<file path="src/rtl/matmul_pkg.sv">
// Shared definitions for the matrix-multiply core: sequencer FSM encoding and default widths.
package matmul_pkg;
  localparam int DEF_AW = 16;
  localparam int DEF_DW = 16;

  typedef enum logic [2:0] {
    ST_IDLE,
    ST_LOAD,
    ST_RUN,
    ST_WRITE,
    ST_DONE
  } state_t;
endpackage

</file>
<file path="src/rtl/index_counter.sv">
// Loop index register with synchronous clear, load and increment (clear > load > inc).
module index_counter
  import matmul_pkg::*;
#(
  parameter int DW = DEF_DW
) (
  input  logic          clk,
  input  logic          reset,
  input  logic          clear,
  input  logic          load,
  input  logic [DW-1:0] load_val,
  input  logic          inc,
  output logic [DW-1:0] value
);

  always_ff @(posedge clk or posedge reset) begin
    if (reset)      value <= '0;
    else if (clear) value <= '0;
    else if (load)  value <= load_val;
    else if (inc)   value <= value + DW'(1);
  end

endmodule

</file>
<file path="src/rtl/matmul_index_sequencer.sv">
// i/j/k loop controller for C = A x B: multiplier-free row-major addressing and MAC strobes.
// Outputs are decoded from registered state; stall only gates the strobes combinationally.
module matmul_index_sequencer
  import matmul_pkg::*;
#(
  parameter int AW = DEF_AW,
  parameter int DW = DEF_DW
) (
  input  logic          clk,
  input  logic          reset,
  input  logic          start,
  input  logic [DW-1:0] dim_m,
  input  logic [DW-1:0] dim_n,
  input  logic [DW-1:0] dim_p,
  input  logic [AW-1:0] base_a,
  input  logic [AW-1:0] base_b,
  input  logic [AW-1:0] base_c,
  input  logic          stall,
  output logic [AW-1:0] addr_a,
  output logic [AW-1:0] addr_b,
  output logic [AW-1:0] addr_c,
  output logic          mac_en,
  output logic          mac_clear,
  output logic          wr_en,
  output logic [DW-1:0] idx_i,
  output logic [DW-1:0] idx_j,
  output logic [DW-1:0] idx_k,
  output logic          busy,
  output logic          done
);

  state_t        state, state_nxt;
  logic [DW-1:0] m_q, n_q, p_q;
  logic [AW-1:0] base_b_q;
  logic [AW-1:0] row_a, col_b, ptr_a, ptr_b, ptr_c;
  logic          run_go, wr_go, last_i, last_j, last_k, zero_dim;
  logic          i_clr, i_inc, j_clr, j_inc, k_clr, k_inc;

  assign run_go   = (state == ST_RUN) && !stall;
  assign wr_go    = (state == ST_WRITE) && !stall;
  assign last_i   = (idx_i == m_q - DW'(1));
  assign last_j   = (idx_j == p_q - DW'(1));
  assign last_k   = (idx_k == n_q - DW'(1));
  assign zero_dim = (m_q == '0) || (n_q == '0) || (p_q == '0);

  index_counter #(.DW(DW)) u_cnt_i (
    .clk(clk), .reset(reset), .clear(i_clr), .load(1'b0), .load_val('0), .inc(i_inc), .value(idx_i)
  );
  index_counter #(.DW(DW)) u_cnt_j (
    .clk(clk), .reset(reset), .clear(j_clr), .load(1'b0), .load_val('0), .inc(j_inc), .value(idx_j)
  );
  index_counter #(.DW(DW)) u_cnt_k (
    .clk(clk), .reset(reset), .clear(k_clr), .load(1'b0), .load_val('0), .inc(k_inc), .value(idx_k)
  );

  always_ff @(posedge clk or posedge reset) begin
    if (reset) state <= ST_IDLE;
    else       state <= state_nxt;
  end

  always_comb begin
    state_nxt = state;
    i_clr = 1'b0;
    i_inc = 1'b0;
    j_clr = 1'b0;
    j_inc = 1'b0;
    k_clr = 1'b0;
    k_inc = 1'b0;
    case (state)
      ST_IDLE: if (start) state_nxt = ST_LOAD;
      ST_LOAD: begin
        i_clr     = 1'b1;
        j_clr     = 1'b1;
        k_clr     = 1'b1;
        state_nxt = zero_dim ? ST_DONE : ST_RUN;
      end
      ST_RUN: begin
        if (run_go) begin
          if (last_k) state_nxt = ST_WRITE;
          else        k_inc     = 1'b1;
        end
      end
      ST_WRITE: begin
        if (wr_go) begin
          k_clr = 1'b1;
          if (!last_j) begin
            j_inc = 1'b1;
          end else begin
            j_clr = 1'b1;
            i_inc = !last_i;
          end
          state_nxt = (last_i && last_j) ? ST_DONE : ST_RUN;
        end
      end
      ST_DONE: state_nxt = ST_IDLE;
      default: state_nxt = ST_IDLE;
    endcase
  end

  // row_a/col_b hold the k=0 addresses of the current row of A and column of B,
  // so the inner-loop pointers can be rewound without a multiply.
  always_ff @(posedge clk or posedge reset) begin
    if (reset) begin
      m_q      <= '0;
      n_q      <= '0;
      p_q      <= '0;
      base_b_q <= '0;
      row_a    <= '0;
      col_b    <= '0;
      ptr_a    <= '0;
      ptr_b    <= '0;
      ptr_c    <= '0;
    end else begin
      case (state)
        ST_IDLE: begin
          if (start) begin
            m_q      <= dim_m;
            n_q      <= dim_n;
            p_q      <= dim_p;
            base_b_q <= base_b;
            row_a    <= base_a;
            ptr_a    <= base_a;
            col_b    <= base_b;
            ptr_b    <= base_b;
            ptr_c    <= base_c;
          end
        end
        ST_RUN: begin
          if (run_go && !last_k) begin
            ptr_a <= ptr_a + AW'(1);
            ptr_b <= ptr_b + AW'(p_q);
          end
        end
        ST_WRITE: begin
          if (wr_go) begin
            ptr_c <= ptr_c + AW'(1);
            if (!last_j) begin
              col_b <= col_b + AW'(1);
              ptr_b <= col_b + AW'(1);
              ptr_a <= row_a;
            end else begin
              col_b <= base_b_q;
              ptr_b <= base_b_q;
              if (!last_i) begin
                row_a <= row_a + AW'(n_q);
                ptr_a <= row_a + AW'(n_q);
              end else begin
                ptr_a <= row_a;
              end
            end
          end
        end
        default: ;
      endcase
    end
  end

  assign addr_a    = ptr_a;
  assign addr_b    = ptr_b;
  assign addr_c    = ptr_c;
  assign mac_en    = run_go;
  assign mac_clear = run_go && (idx_k == '0);
  assign wr_en     = wr_go;
  assign busy      = (state != ST_IDLE);
  assign done      = (state == ST_DONE);

endmodule

</file>
<file path="config.mk">
export PLATFORM = sky130hd
export DESIGN_NAME = matmul_index_sequencer
export DESIGN_NICKNAME = d
export VERILOG_FILES = /design/src/rtl/matmul_pkg.sv /design/src/rtl/index_counter.sv /design/src/rtl/matmul_index_sequencer.sv
export SDC_FILE = /design/constraint.sdc
export NUM_CORES = 1
export LEC_CHECK = 0
export CAP_MARGIN = 25
export CELL_PAD_IN_SITES_DETAIL_PLACEMENT = 1
export CELL_PAD_IN_SITES_GLOBAL_PLACEMENT = 1
export CORE_MARGIN = 2
export CORE_UTILIZATION = 45
export CTS_CLUSTER_SIZE = 10
export DETAILED_ROUTE_END_ITERATION = 7
export PLACE_DENSITY_LB_ADDON = 0.1
export SLEW_MARGIN = 15
export SYNTH_ARGS = -nofsm -noshare
export SYNTH_HDL_FRONTEND = slang
export SYNTH_HIERARCHICAL = 1
export SYNTH_SLANG_ARGS = --single-unit
</file>
<file path="constraint.sdc">
create_clock -name clk -period 7.65 [get_ports clk]
set_input_delay 1.1475 -clock clk [delete_from_list [all_inputs] [get_ports clk]]
set_output_delay 1.1475 -clock clk [all_outputs]
set_load 0.02 [all_outputs]
</file>
-- Word level (Yosys, flattened, before mapping)
Index checks and enable logic that the tools add are counted.
- register bits after elaboration: 195
- output and inout port bits: 101
- $add $sub $neg: 11
- eq/ne operators: 12
- multiplexer cells: 44
- reduce and logical (&&, ||, !) cells: 25
- operators by type and width (operator ; number):
    16-bit 2-to-1 mux ; 17
    16-bit by 1-bit adder with 16-bit output, second input constant ; 6
    16-bit case mux with 2 select lines ; 3
    16-bit case mux with 3 select lines ; 2
    16-bit logical NOT ; 4
    16-bit equality test ; 3
    16-bit by 1-bit subtractor with 16-bit output, second input constant ; 3
    16-bit adder ; 2
    3-bit 2-to-1 mux ; 6
    1-bit 2-to-1 mux ; 13
    3-bit case mux with 4 select lines ; 1
    2-bit inequality test, second input constant ; 4
    4-bit AND reduction ; 2
    2-bit nonzero test ; 4
    3-bit by 2-bit equality test with 1-bit output, second input constant ; 2
    3-bit nonzero test ; 2
    1-bit logical AND ; 5
    1-bit case mux with 2 select lines ; 2
    3-bit by 1-bit equality test with 1-bit output, second input constant ; 1
    3-bit equality test, second input constant ; 1
    1-bit logical NOT ; 3
    3-bit logical NOT ; 1
    3-bit AND reduction ; 1
    1-bit logical OR ; 2
    other kinds (2) ; 2

-- Depth between registers and ports, before layout
- depth after elaboration: 8
- gate-level depth with buffers: 16
- mapped depth without buffers: 14

-- Hierarchy
Netlist, hierarchy kept.
- by module, submodules not included (module ; instances ; cells each ; area an instance (sq um) ; seq. area each (sq um)):
    matmul_index_sequencer ; 1 ; 1316 ; 10707.8 ; 3678.5
    index_counter ; 3 ; 111 ; 1017.2 ; 400.4

-- Least setup slack after synthesis
Ideal clock, no wire load.
- path type: register to register
- start: register n_q[1]
- end: register u_cnt_k.value[11]
- setup time: 0.124 ns
- arrival: 3.510 ns
- setup slack: 4.016 ns
- stages on the path, launching flop included: 16
- period minus slack after synthesis: 3.634 ns
- cells stage by stage: dfrtp_1 inv_1 ha_1 or4b_4 nor2_1 a2111oi_0 nor4_1 a2bb2oi_1 a31o_2 buf_2 nor2_1 buf_4 nand4_1 or4_4 o21a_1 o31a_1
- cells in the longest elaborated chain, start to end: 6
- RTL lines (what ; RTL line ; text):
    start, declared ; matmul_index_sequencer.sv:33 ; logic [DW-1:0] m_q, n_q, p_q;
    start signal, assigned ; matmul_index_sequencer.sv:118 ; n_q <= dim_n;
    16-bit by 1-bit subtractor with 16-bit output ; matmul_index_sequencer.sv:43 ; assign last_k = (idx_k == n_q - DW'(1));
    16-bit equality test ; matmul_index_sequencer.sv:43 ;
    1-bit 2-to-1 mux ; matmul_index_sequencer.sv:79 ; if (last_k) state_nxt = ST_WRITE;
    1-bit 2-to-1 mux ; matmul_index_sequencer.sv:78 ; if (run_go) begin
    1-bit 2-to-1 mux ; matmul_index_sequencer.sv:69 ; case (state)
    net k_inc ; matmul_index_sequencer.sv:37 ; logic i_clr, i_inc, j_clr, j_inc, k_clr, k_inc;
    2-bit nonzero test (no source line) ; n/a ;
    end signal, assigned ; index_counter.sv:19 ; else if (load) value <= load_val;
    end signal, assigned ; index_counter.sv:20 ; else if (inc) value <= value + DW'(1);
    end, declared ; index_counter.sv:13 ; output logic [DW-1:0] value
The timed path passes the listed nets, and every way through them passes these cells.
A chain may end at the register's enable or synchronous reset.

-- Worst setup path in the final report
- start: register p_q[1]
- end: register u_cnt_i.value[14]
- cells in the longest elaborated chain, start to end: 6
- RTL lines (what ; RTL line ; text):
    start, declared ; matmul_index_sequencer.sv:33 ;
    start signal, assigned ; matmul_index_sequencer.sv:119 ; p_q <= dim_p;
    16-bit by 1-bit subtractor with 16-bit output ; matmul_index_sequencer.sv:42 ; assign last_j = (idx_j == p_q - DW'(1));
    16-bit equality test ; matmul_index_sequencer.sv:42 ;
    1-bit 2-to-1 mux ; matmul_index_sequencer.sv:86 ; if (!last_j) begin
    1-bit 2-to-1 mux ; matmul_index_sequencer.sv:84 ; if (wr_go) begin
    1-bit 2-to-1 mux ; matmul_index_sequencer.sv:69 ;
    net i_inc ; matmul_index_sequencer.sv:37 ;
    2-bit nonzero test (no source line) ; n/a ;
    end signal, assigned ; index_counter.sv:19 ;
    end signal, assigned ; index_counter.sv:20 ;
    end, declared ; index_counter.sv:13 ;
The timed path passes the listed nets, and every way through them passes these cells.

==> results summary <==
The worst hold path was traced through 2 stages. The number of vias per cell after detailed routing is 5.79. The worst hold path terminates at base_b_q[14]$_DFFE_PP0P_. Leaving out fill and tap cells, the most frequent cell in the layout is nand2_1. The critical path class is register to register. In this run the critical register-to-register path is captured at u_cnt_i/value[14]$_DFFE_PP0P_. The worst hold path class is register to register. The height of the die came out at 179 microns.

After clock tree synthesis, the repair step resized 0 gates. The startpoint identified for the worst hold timing path is base_b_q[14]$_DFFE_PP0P_. Setup repair after global routing left no endpoint under its margin.

The portion of total power attributed to the clock network came out at 0.318. The distinct cell type count after synthesis is 90. The number of setup violations in the final report came out at 0. The synthesized netlist cell count is 1649. The switching portion of total power came out at 0.337. The growth of design area from synthesis to finish came out at 22.3%. The instance area at placement came out at 0.0162 sq mm. The number of buffers inserted to repair setup after CTS is 0. The average detailed-routed wire length per instance is 20.2 microns. The Yosys warning count came out at 6.

The peak supply drop came out at 149 uV. The timing-limited maximum frequency is 210 MHz. The fraction of layout instances using a drive strength above 1 came out at 0.0586. The reg2reg setup slack is 2.90 ns. The number of global-route vias before repair is 13686.

The buffer cell driving the clock tree root is clkbuf_16. The top fanout value on the critical path came out at 20. The run finished with clean final reports.

In the synthesized netlist the async set-or-reset flop fraction comes to 1.00. The total power of the final layout is 2910 uW. The number of vias after detailed routing came out at 13158.

The switching power of the nets is 981 uW. The number of buffers added by the clock tree synthesis step came out at 17. The number of routed nets with antenna violations is 0. The initial antenna violation count is 0. The count of max-cap constraint violations is 0.

The number of buffers inserted by port buffering is 200. Power spread over the standard cell area amounts to 173 mW/mm^2. The count of cells in the finished layout, fillers not included, comes to 2272. The required time at the endpoint of the critical path came out at 7.98 ns. In the synthesized netlist the dominant register cell turns out to be dfrtp_1.

From left edge to right edge, the die measures 179 microns. The antenna diode count is 0. The hold violation total from the final report came to 0. The post-synthesis cell area is 0.0138 sq mm. The worst reg2reg path depth came out at 15. The smallest clock period supported by the final layout is computed as 4.75 ns.

The register area share after synthesis is 0.355. The part of the total power dissipated in combinational logic is 0.255. The final-stage net count is 2004. The hold-fix buffer count after cts came out at 0. The die outline area came out at 0.0320 sq mm.

The I/O pin total came out at 201. The routed design has 45.9 mm of wire. The cell class contributing the biggest share of worst-path delay is simple AND/OR/NAND/NOR gates.

The number of synthesized flops with an enable pin is 0. For the worst setup path, the data arrival time is 5.08 ns. TritonCTS built the clock tree.

Traced cell by cell, the critical path runs through inv_1 > ha_1 > nor3b_2 > nand2_1 > xnor2_1 > nor4_1 > o2111ai_1 > nor2_2 > buf_4 > nand2_1 > nor2_1 > nand4_2 > nor4_1 > nor3_1 > a2111oi_0. The startpoint identified for the worst register-to-register timing path is p_q[1]$_DFFE_PP0P_. The synthesized design contains 195 register bits. STA classifies the critical path endpoint as a register. The setup slack at placement came out at 3.00 ns.

The fraction of the cycle the final worst path needs came out at 0.621. The half-perimeter wire length after detailed placement is 33.5 mm. The effective utilization at floorplan came out at 0.453.

The post-route cell area is 0.0168 sq mm. The delay of the slowest cell on the worst path is 0.50 ns. The total global routing track utilization is 0.293. The largest net degree at the start of global routing came out at 81. At the later pin of the worst-skew pair, clock insertion delay measures 0.47 ns. The first-iteration detailed-routing DRC count is 743. The placeable core region is 0.0303 sq mm. The number of search-and-repair iterations in the first detailed-routing pass came out at 5.

Headroom to the max-slew limit came out at 0.349. In the post-route analysis, the smallest setup slack over all paths is 2.90 ns. The fill cell total of the finished layout is 3666. The sum of buffers and inverters on the critical path came out at 2. The sequential cell fraction of total power is 0.427. The remaining global-route overflow came out at 0. The cell with the biggest individual delay on the critical path is nor4_1. The total placed cells including tap cells is 2238. The total count of max-transition violations in the final report was 0. The remaining design rule violation count came out at 0. A synthesized cell averages 8.34 sq um. In the layout the commonest cells are 291 x nand2_1, 200 x clkdlybuf4s50_1, 194 x dfrtp_1, 138 x nor2_1, 93 x xnor2_1. The internal cell power is 1930 uW.

The slew of the pin with the lowest slew margin is 0.969 ns. The number of buffers on the longest clock path is 2. The number of placement rows came out at 64. The cell leakage power came out at 0.00718 uW. The kind of start point of the critical path is a register.

The first-pass GRT wire length is 73.6 mm. The clock net sink count is 195. The worst setup skew after layout came out at 0.0131 ns. The global placement routability congestion is 0.904. The number of levels in the clock H-tree came out at 4. The clock input transition at the sequential cells of the worst setup and hold paths is 0.08 ns. In the final timing run, aggregate negative setup slack is 0 ns.
==> Yosys cell counts, drive strengths merged, types with 27 or more instances <==
| cell | count | area, sq um |
|---|---|---|
| nand2 | 293 | 1100 |
| dfrtp | 195 | 4880 |
| nor2 | 141 | 529 |
| xnor2 | 93 | 815 |
| a21oi | 83 | 415 |
| o21ai | 72 | 364 |
| nand3 | 58 | 290 |
| clkbuf | 55 | 206 |
| nor3 | 52 | 282 |
| inv | 49 | 184 |
| ha | 39 | 488 |
| xor2 | 39 | 342 |
| mux2i | 37 | 370 |
| nand4 | 33 | 270 |
| nor4 | 33 | 258 |
| o21a | 32 | 240 |
| buf | 27 | 226 |
==> metal layers <==
| metal | vias to the layer above | part of all wire | wire length (microns) | GRT usage |
|---|---|---|---|---|
| met5 | - | 0 | 0 | 0 |
| met4 | 0 | 0.016 | 746 | 0.0789 |
| met3 | 62 | 0.046 | 2100 | 0.0447 |
| met2 | 333 | 0.48 | 21800 | 0.486 |
| met1 | 6528 | 0.46 | 21200 | 0.399 |
| li1 | 6235 | - | - | - |
==> power groups by stage <==
stage                     clock [uW]  combinational [uW]  sequential [uW]
after floorplan                    0                 379             1290
after global placement             0                 711             1260
after detailed placement           0                 733             1260
after CTS                        946                 741             1240
after global routing             985                 813             1260
final                            925                 743             1240
==> final cells by class <==
| type | count | area, sq um | share of cell area |
|---|---|---|---|
| Clock buffer | 18 | 439 | 0.0261 |
| Clock inverter | 14 | 144 | 0.00855 |
| Inverter | 49 | 189 | 0.0112 |
| Multi-Input combinational cell | 1385 | 8530 | 0.507 |
| Sequential cell | 195 | 4880 | 0.290 |
| Tap cell | 396 | 495 | 0.0295 |
| Timing Repair Buffer | 215 | 2150 | 0.128 |
==> worst reg2reg max path: cells and delay by family, from the launching register on <==
| kind | cells | cell delay [ns] |
|---|---|---|
| buffers and inverters | 2 | 0.44 |
| flip-flops | 1 | 0.48 |
| adder cells (fa/ha/maj) | 1 | 0.21 |
| AO/OA/AOI/OAI | 2 | 0.68 |
| XOR/XNOR | 1 | 0.14 |
| AND/OR/NAND/NOR | 9 | 2.69 |
==> metrics by stage <==
stage	util	hold WS, ns
final	0.554	0.481
after global routing	0.554	0.511
after CTS	0.553	0.481
after detailed placement	0.534	0.462
after global placement	0.534	0.455
after floorplan	-	0.439
==> kinds of logic after synthesis <==
group / count (synthesis) / share of synthesized area
AO/OA/AOI/OAI: 365 / 0.177
flip-flops: 195 / 0.355
multiplexers: 50 / 0.0378
AND/OR/NAND/NOR: 734 / 0.263
other: 1 / 0.000273
adder cells (fa/ha/maj): 41 / 0.0384
buffers and inverters: 131 / 0.0448
XOR/XNOR: 132 / 0.0840
==> flip-flops by register name, summed over array words and instances, names as in the netlist <==
name           flops
state              3
col_b             16
u_cnt_i/value     16
row_a             16
addr_a            16
u_cnt_k/value     16
n_q               16
base_b_q          16
m_q               16
addr_c            16
p_q               16
u_cnt_j/value     16
addr_b            16
==> worst max-delay path by stage <==
| stage | to | cells after the start | from |
|---|---|---|---|
| 2_1_floorplan | addr_a[0]$_DFFE_PP0P_ | 1 | reset |
| 3_3_place_gp | u_cnt_i/value[11]$_DFFE_PP0P_ | 15 | p_q[1]$_DFFE_PP0P_ |
| 3_5_place_dp | u_cnt_i/value[11]$_DFFE_PP0P_ | 15 | p_q[1]$_DFFE_PP0P_ |
| 4_1_cts | wr_en | 3 | state[0]$_DFFE_PP0P_ |
| 5_1_grt | u_cnt_j/value[15]$_DFFE_PP0P_ | 14 | p_q[1]$_DFFE_PP0P_ |
| 6_report | u_cnt_i/value[14]$_DFFE_PP0P_ | 15 | p_q[1]$_DFFE_PP0P_ |
Power figures use the tool's default switching activity.
